### src/rtl/hex_word_tx_sched.sv
// hex_word_tx_sched: round-robin share of one UART byte stream between two
// 32-bit requesters, each word sent as uppercase ASCII hex plus optional CR/LF.
module hex_word_tx_sched #(
    parameter int NIBBLES   = 8,
    parameter bit TERM_CRLF = 1'b1
) (
    input  logic        clk,
    input  logic        rstn,
    input  logic [31:0] a_data,
    input  logic        a_valid,
    output logic        a_ready,
    input  logic [31:0] b_data,
    input  logic        b_valid,
    output logic        b_ready,
    output logic [7:0]  tx_data,
    output logic        tx_valid,
    input  logic        tx_ready,
    output logic        busy,
    output logic        last_src
);

    typedef enum logic [1:0] {
        IDLE,
        SEND_HEX,
        SEND_CR,
        SEND_LF
    } state_t;

    localparam logic [2:0] CNT_INIT = 3'(NIBBLES - 1);
    localparam logic [7:0] CHAR_CR  = 8'h0D;
    localparam logic [7:0] CHAR_LF  = 8'h0A;

    state_t      state;
    state_t      state_n;
    logic [31:0] word;
    logic [31:0] word_n;
    logic [2:0]  cnt;
    logic [2:0]  cnt_n;
    logic [2:0]  cnt_dec;
    logic [7:0]  data_n;
    logic        valid_n;
    logic        last_n;
    logic        grant_a;
    logic        grant_b;
    logic        take;
    logic [31:0] sel_data;

    function automatic logic [7:0] hex_ascii(input logic [3:0] v);
        logic [7:0] ext;
        ext = {4'h0, v};
        if (v < 4'd10) begin
            return ext + 8'h30;
        end
        return ext + 8'h37;
    endfunction

    function automatic logic [3:0] nib(input logic [31:0] w,
                                       input logic [2:0]  i);
        return w[{i, 2'b00} +: 4];
    endfunction

    assign busy    = (state != IDLE);
    assign cnt_dec = cnt - 3'd1;

    // Round-robin grant; ready pulses only in IDLE and never during reset.
    always_comb begin
        grant_a = a_valid && (!b_valid || last_src);
        grant_b = b_valid && (!a_valid || !last_src);
        take    = rstn && (state == IDLE);
        a_ready = take && grant_a;
        b_ready = take && grant_b;
        sel_data = b_ready ? b_data : a_data;
    end

    // Next-state and next-output logic for the byte sequencer.
    always_comb begin
        state_n = state;
        word_n  = word;
        cnt_n   = cnt;
        data_n  = tx_data;
        valid_n = tx_valid;
        last_n  = last_src;
        unique case (state)
            IDLE: begin
                if (a_ready || b_ready) begin
                    word_n  = sel_data;
                    last_n  = b_ready;
                    cnt_n   = CNT_INIT;
                    data_n  = hex_ascii(nib(sel_data, CNT_INIT));
                    valid_n = 1'b1;
                    state_n = SEND_HEX;
                end
            end
            SEND_HEX: begin
                if (tx_ready) begin
                    if (cnt != 3'd0) begin
                        cnt_n  = cnt_dec;
                        data_n = hex_ascii(nib(word, cnt_dec));
                    end else if (TERM_CRLF) begin
                        data_n  = CHAR_CR;
                        state_n = SEND_CR;
                    end else begin
                        valid_n = 1'b0;
                        state_n = IDLE;
                    end
                end
            end
            SEND_CR: begin
                if (tx_ready) begin
                    data_n  = CHAR_LF;
                    state_n = SEND_LF;
                end
            end
            SEND_LF: begin
                if (tx_ready) begin
                    valid_n = 1'b0;
                    state_n = IDLE;
                end
            end
            default: begin
                valid_n = 1'b0;
                state_n = IDLE;
            end
        endcase
    end

    // State, captured word and registered UART outputs.
    always_ff @(posedge clk or negedge rstn) begin
        if (!rstn) begin
            state    <= IDLE;
            word     <= '0;
            cnt      <= '0;
            tx_data  <= 8'h00;
            tx_valid <= 1'b0;
            last_src <= 1'b1;
        end else begin
            state    <= state_n;
            word     <= word_n;
            cnt      <= cnt_n;
            tx_data  <= data_n;
            tx_valid <= valid_n;
            last_src <= last_n;
        end
    end

endmodule

### config.mk
export PLATFORM = sky130hd
export DESIGN_NAME = hex_word_tx_sched
export DESIGN_NICKNAME = d
export VERILOG_FILES = /design/src/rtl/hex_word_tx_sched.sv
export SDC_FILE = /design/constraint.sdc
export NUM_CORES = 1
export LEC_CHECK = 0
export ABC_AREA = 1
export CAP_MARGIN = 20
export CORE_ASPECT_RATIO = 0.9
export CORE_UTILIZATION = 48
export DETAILED_ROUTE_END_ITERATION = 10
export PLACE_DENSITY = 0.92
export SLEW_MARGIN = 20
export SYNTH_ARGS = -nofsm -noshare
export SYNTH_HDL_FRONTEND = slang
export SYNTH_SLANG_ARGS = --single-unit
### constraint.sdc
create_clock -name clk -period 6.15 [get_ports clk]
set_input_delay 1.845 -clock clk [delete_from_list [all_inputs] [get_ports clk]]
set_output_delay 1.845 -clock clk [all_outputs]
set_load 0.03 [all_outputs]
# Yosys cells after proc, flatten, opt, wreduce, memory -nomap -nowiden
# Index checks and enable logic that the tools add are counted.
[classes] bitwise_logic=0 n_shift=1 n_eq_ne=9 div_mod_pow=0 n_mul=0 mux=30 n_lt_le_gt_ge=2 add_sub_neg=5 n_reduce_logical=22
[op_table] operator="8-bit 2-to-1 mux" count=8
[op_table] operator="32-bit 2-to-1 mux" count=1
[op_table] operator="32-bit by 6-bit indexed part select with 4-bit output" count=1
[op_table] operator="4-bit by 6-bit adder with 7-bit output (second input constant)" count=4
[op_table] operator="8-bit one-hot mux with 3 select lines" count=1
[op_table] operator="2-bit 2-to-1 mux" count=5
[op_table] operator="2-bit != test (second input constant)" count=5
[op_table] operator="1-bit 2-to-1 mux" count=9
[op_table] operator="3-bit 2-to-1 mux" count=3
[op_table] operator="4-bit less-than comparator (second input constant)" count=2
[op_table] operator="2-bit one-hot mux with 4 select lines" count=1
[op_table] operator="4-bit AND reduction" count=2
[op_table] operator="3-bit one-hot mux with 2 select lines" count=1
[op_table] operator="2-bit nonzero test" count=3
[op_table] operator="3-bit nonzero test" count=2
[op_table] operator="1-bit logical AND" count=5
[op_table] operator="5-bit AND reduction" count=1
[op_table] operator="2-bit equality test (second input constant)" count=2
[op_table] operator="1-bit logical NOT" count=3
[op_table] operator="1-bit logical OR" count=3
[op_table] operator="3-bit AND reduction" count=1
[op_table] operator="3-bit by 1-bit subtractor with 3-bit output (second input constant)" count=1
[op_table] operator="2-bit by 1-bit equality test with 1-bit output (second input constant)" count=1
[op_table] operator="2-bit logical NOT" count=1
[op_table] operator="other kinds (3)" count=3
[totals] latch_bits=0 output_inout_bits=13 ramBits=0 reg_bits=47 elab_cells=75 n_memories=0 romBits=0 inputBits=69

# Logic depth before layout (Yosys ltp)
[logic_depth] depth_word=12 ltp_mapped=17 ltp_nobuf=17

# Worst setup path after synthesis
# OpenSTA, ideal clock, no wires.
[synth_timing] path_kind="in2out" startpoint="input b_valid" endpoint="output b_ready" path_slack_ns=1.716 n_path_buf=2 arrival_time_ns=2.589 cell_stages=6 path_cell_list="inv_1 nor2_4 nand2_4 inv_2 buf_2 buf_2"
[synth_between] elab_chain_cells=2
[synth_lines] item="start: declaration" line_no="13" rtl="input logic b_valid,"
[synth_lines] item="1-bit logical AND" line_no="68" rtl="grant_b = b_valid && (!a_valid || !last_src);"
[synth_lines] item="1-bit logical AND" line_no="71" rtl="b_ready = take && grant_b;"
[synth_lines] item="end: declaration" line_no="14" rtl="output logic b_ready,"
# Every way passes these cells.

# Final worst setup path
# Same ends and word-level chain as after synthesis.

==> flow_summary.json <==
{
  "ys_top_cells_by_area": "dfrtp_1 (39%), nand2_1 (11%), o21ai_0 (7.4%)",
  "yosysTopAreaCell": "dfrtp_1",
  "cts_tree": "built",
  "synth_async_sr_flop_share": 1.000,
  "synthCells": 402,
  "final_hold_viol_count": 0,
  "die_x_um": 84.24,
  "ys_types": 37,
  "synth_flop_cell": "dfrtp_1",
  "maxCapViolations": 0,
  "syn_to_final_growth_pct": 31.48,
  "whs_ps": 489.0,
  "layout-drive-gt1-share": 0.07757,
  "synth.most_common_cell": "nand2_1",
  "dpl-instance-area_mm2": 0.003747,
  "finalSetupViolCount": 0,
  "antenna_found_initial": 0,
  "layout.nets": 554,
  "path_max_fanout": 35,
  "period_minus_slack_ps": 5410,
  "crit_arrival_ps": 3570,
  "syn-num-nets": 480,
  "p_leak_uw": 0.001854,
  "drt_iter0_markers": 172,
  "synth-seq-area-share": 0.3944,
  "crit_path_end_kind": "output pin",
  "grt_pass1_wl_um": 12240,
  "routedWlPerCell_um": 13.35,
  "rsz0062_at_grt": "no",
  "ant_nets": 0,
  "numClockSinks": 46,
  "die_y_um": 76.01,
  "yosysTopAreaCellShare": 0.3854,
  "clockRootBuffer": "clkbuf_8",
  "cts_buffers": 5,
  "status": "finished with violations",
  "synth-edff-count": 0,
  "io_pins": 82,
  "fin_area_mm2": 0.003841,
  "drc": 10,
  "grt_start_max_net_pins": 56,
  "syn-cell-area_mm2": 0.002922,
  "ys_seq_elements": 46,
  "required_ps": 4300,
  "gp_congestion": 0.8906,
  "relSlewSlack": 0.5501,
  "tightest_slew_ps": 674.8,
  "clockBufferDepth": 2,
  "clk-insertion-delay-late_ps": 310,
  "fp.coreArea_mm2": 0.005758,
  "synth_xor_area_frac": 0.005996,
  "critPathKind": "in2out",
  "cts.clk_slew.worst_paths_ps": 90,
  "grt_pass1_vias": 2733,
  "via_per_inst": 5.287,
  "cts_hold_buf": 0,
  "clock_skew_ps": 6.199,
  "port_buffers": 80,
  "yosysWarnings": 0,
  "fillerInstances": 480,
  "rows": 26,
  "start_util": 0.5074,
  "htreeDepth": 2,
  "grt_use_total": 0.2351,
  "dr.pass1.iters": 8,
  "wl_um": 7300,
  "vdd_drop_max_mv": 0.1850,
  "synth-compound-area-share": 0.1769,
  "failed_checks": "DRC",
  "synth_top_family_by_area": "simple AND/OR/NAND/NOR gates",
  "diodes": 0,
  "cts_setup_buffers": 0,
  "fin_tns_setup_ps": 0,
  "syn_area_per_cell_um2": 7.268,
  "synth_mux_area_frac": 0,
  "hold_path_class": "reg2reg",
  "clock.fmax_ghz": 0.1848,
  "drv_slew": 0,
  "synth_fa_ha_area_frac": 0.03854,
  "cts_resized": 0,
  "grt-ovfl-total": 0,
  "powerDensity_mw_per_mm2": 525.3,
  "place_hpwl_um": 5384,
  "die_area_mm2": 0.006403,
  "synth-simple-area-share": 0.2758,
  "post-route-period-util": 0.8797,
  "vias": 2892,
  "crit_path_start_kind": "input port",
  "ys_top_cells_by_count": "nand2_1 (82), inv_1 (57), dfrtp_1 (45)"
}
-- stage by stage --
step | cells | total power (uW) | setup WS, ps | util
5_1_grt | 547 | 2201 | 624.2 | 0.6671
6_report | 547 | 2018 | 739.7 | 0.6671
3_3_place_gp | 539 | 1764 | 766.8 | 0.6508
3_5_place_dp | 539 | 1809 | 722.9 | 0.6508
4_1_cts | 547 | 2011 | 722.8 | 0.6671
2_1_floorplan | 402 | 1494 | 1716 | -
-- critical path: stages --
cell and delay [ps]:
clkdlybuf4s50_1 470, inv_1 70, nor2_4 160, nand2_4 220, inv_2 110, clkdlybuf4s50_1 670
-- layout by cell type (no fill, tap or decap), drive strengths merged, types with 8 or more instances in the layout --
cell type      synthesis  final
nand3                 36     36
o22ai                 25     25
nand2                 92     92
o21ai                 46     46
inv                   59     60
clkdlybuf4s50          0     79
ha                     9      9
a21oi                  8      8
nor2                  39     39
dfrtp                 45     45
-- metal layers --
layer / GRT usage / vias to the layer above / wire length [um]
li1: - / 1449 / -
met1: 0.3149 / 1340 / 3311
met2: 0.3959 / 91 / 3460
met3: 0.04225 / 12 / 418
met4: 0.05862 / 0 / 109
met5: 0 / - / 0
-- final cells by class --
class                           instances  area (um2)  share of cell area
Multi-Input combinational cell        279        1456              0.3792
Clock buffer                            5       68.82             0.01792
Inverter                               60       225.2             0.05863
Clock inverter                          3       25.02            0.006515
Tap cell                               70       87.58             0.02280
Sequential cell                        46        1152              0.3000
Timing Repair Buffer                   84       825.8              0.2150
-- logic make-up after synthesis --
logic type,after synthesis
xor+xnor,2
other cells,1
buf+inv,77
fa+ha+maj,9
simple gates,178
flops,46
compound gates,89
-- power by group --
group	total (uW)	internal [uW]	switching [uW]
combinational	1290	490	797
clock	195	82.1	112
sequential	536	455	81.2
-- worst paths after layout --
kind                                          end  depth (start not counted)  slack [ps]                 start
max reg2reg                tx_data[2]$_DFFE_PN0P_                         13        3030    cnt[0]$_DFFE_PN0P_
max                                       b_ready                          6         740               b_valid
min                          last_src$_DFFE_PN1P_                          2         490  last_src$_DFFE_PN1P_
max in group asynchronous    word[12]$_DFFE_PN0P_                          2        4110                  rstn
min in group asynchronous    tx_valid$_DFFE_PN0P_                          2        1630                  rstn
min reg2reg                  last_src$_DFFE_PN1P_                          2         490  last_src$_DFFE_PN1P_
-- sequential cells by signal (all words and copies together), names as in the netlist --
register  flops
cnt           3
tx_data       7
last_src      1
tx_valid      1
state         2
word         32
(Power assumes the default switching activity.)
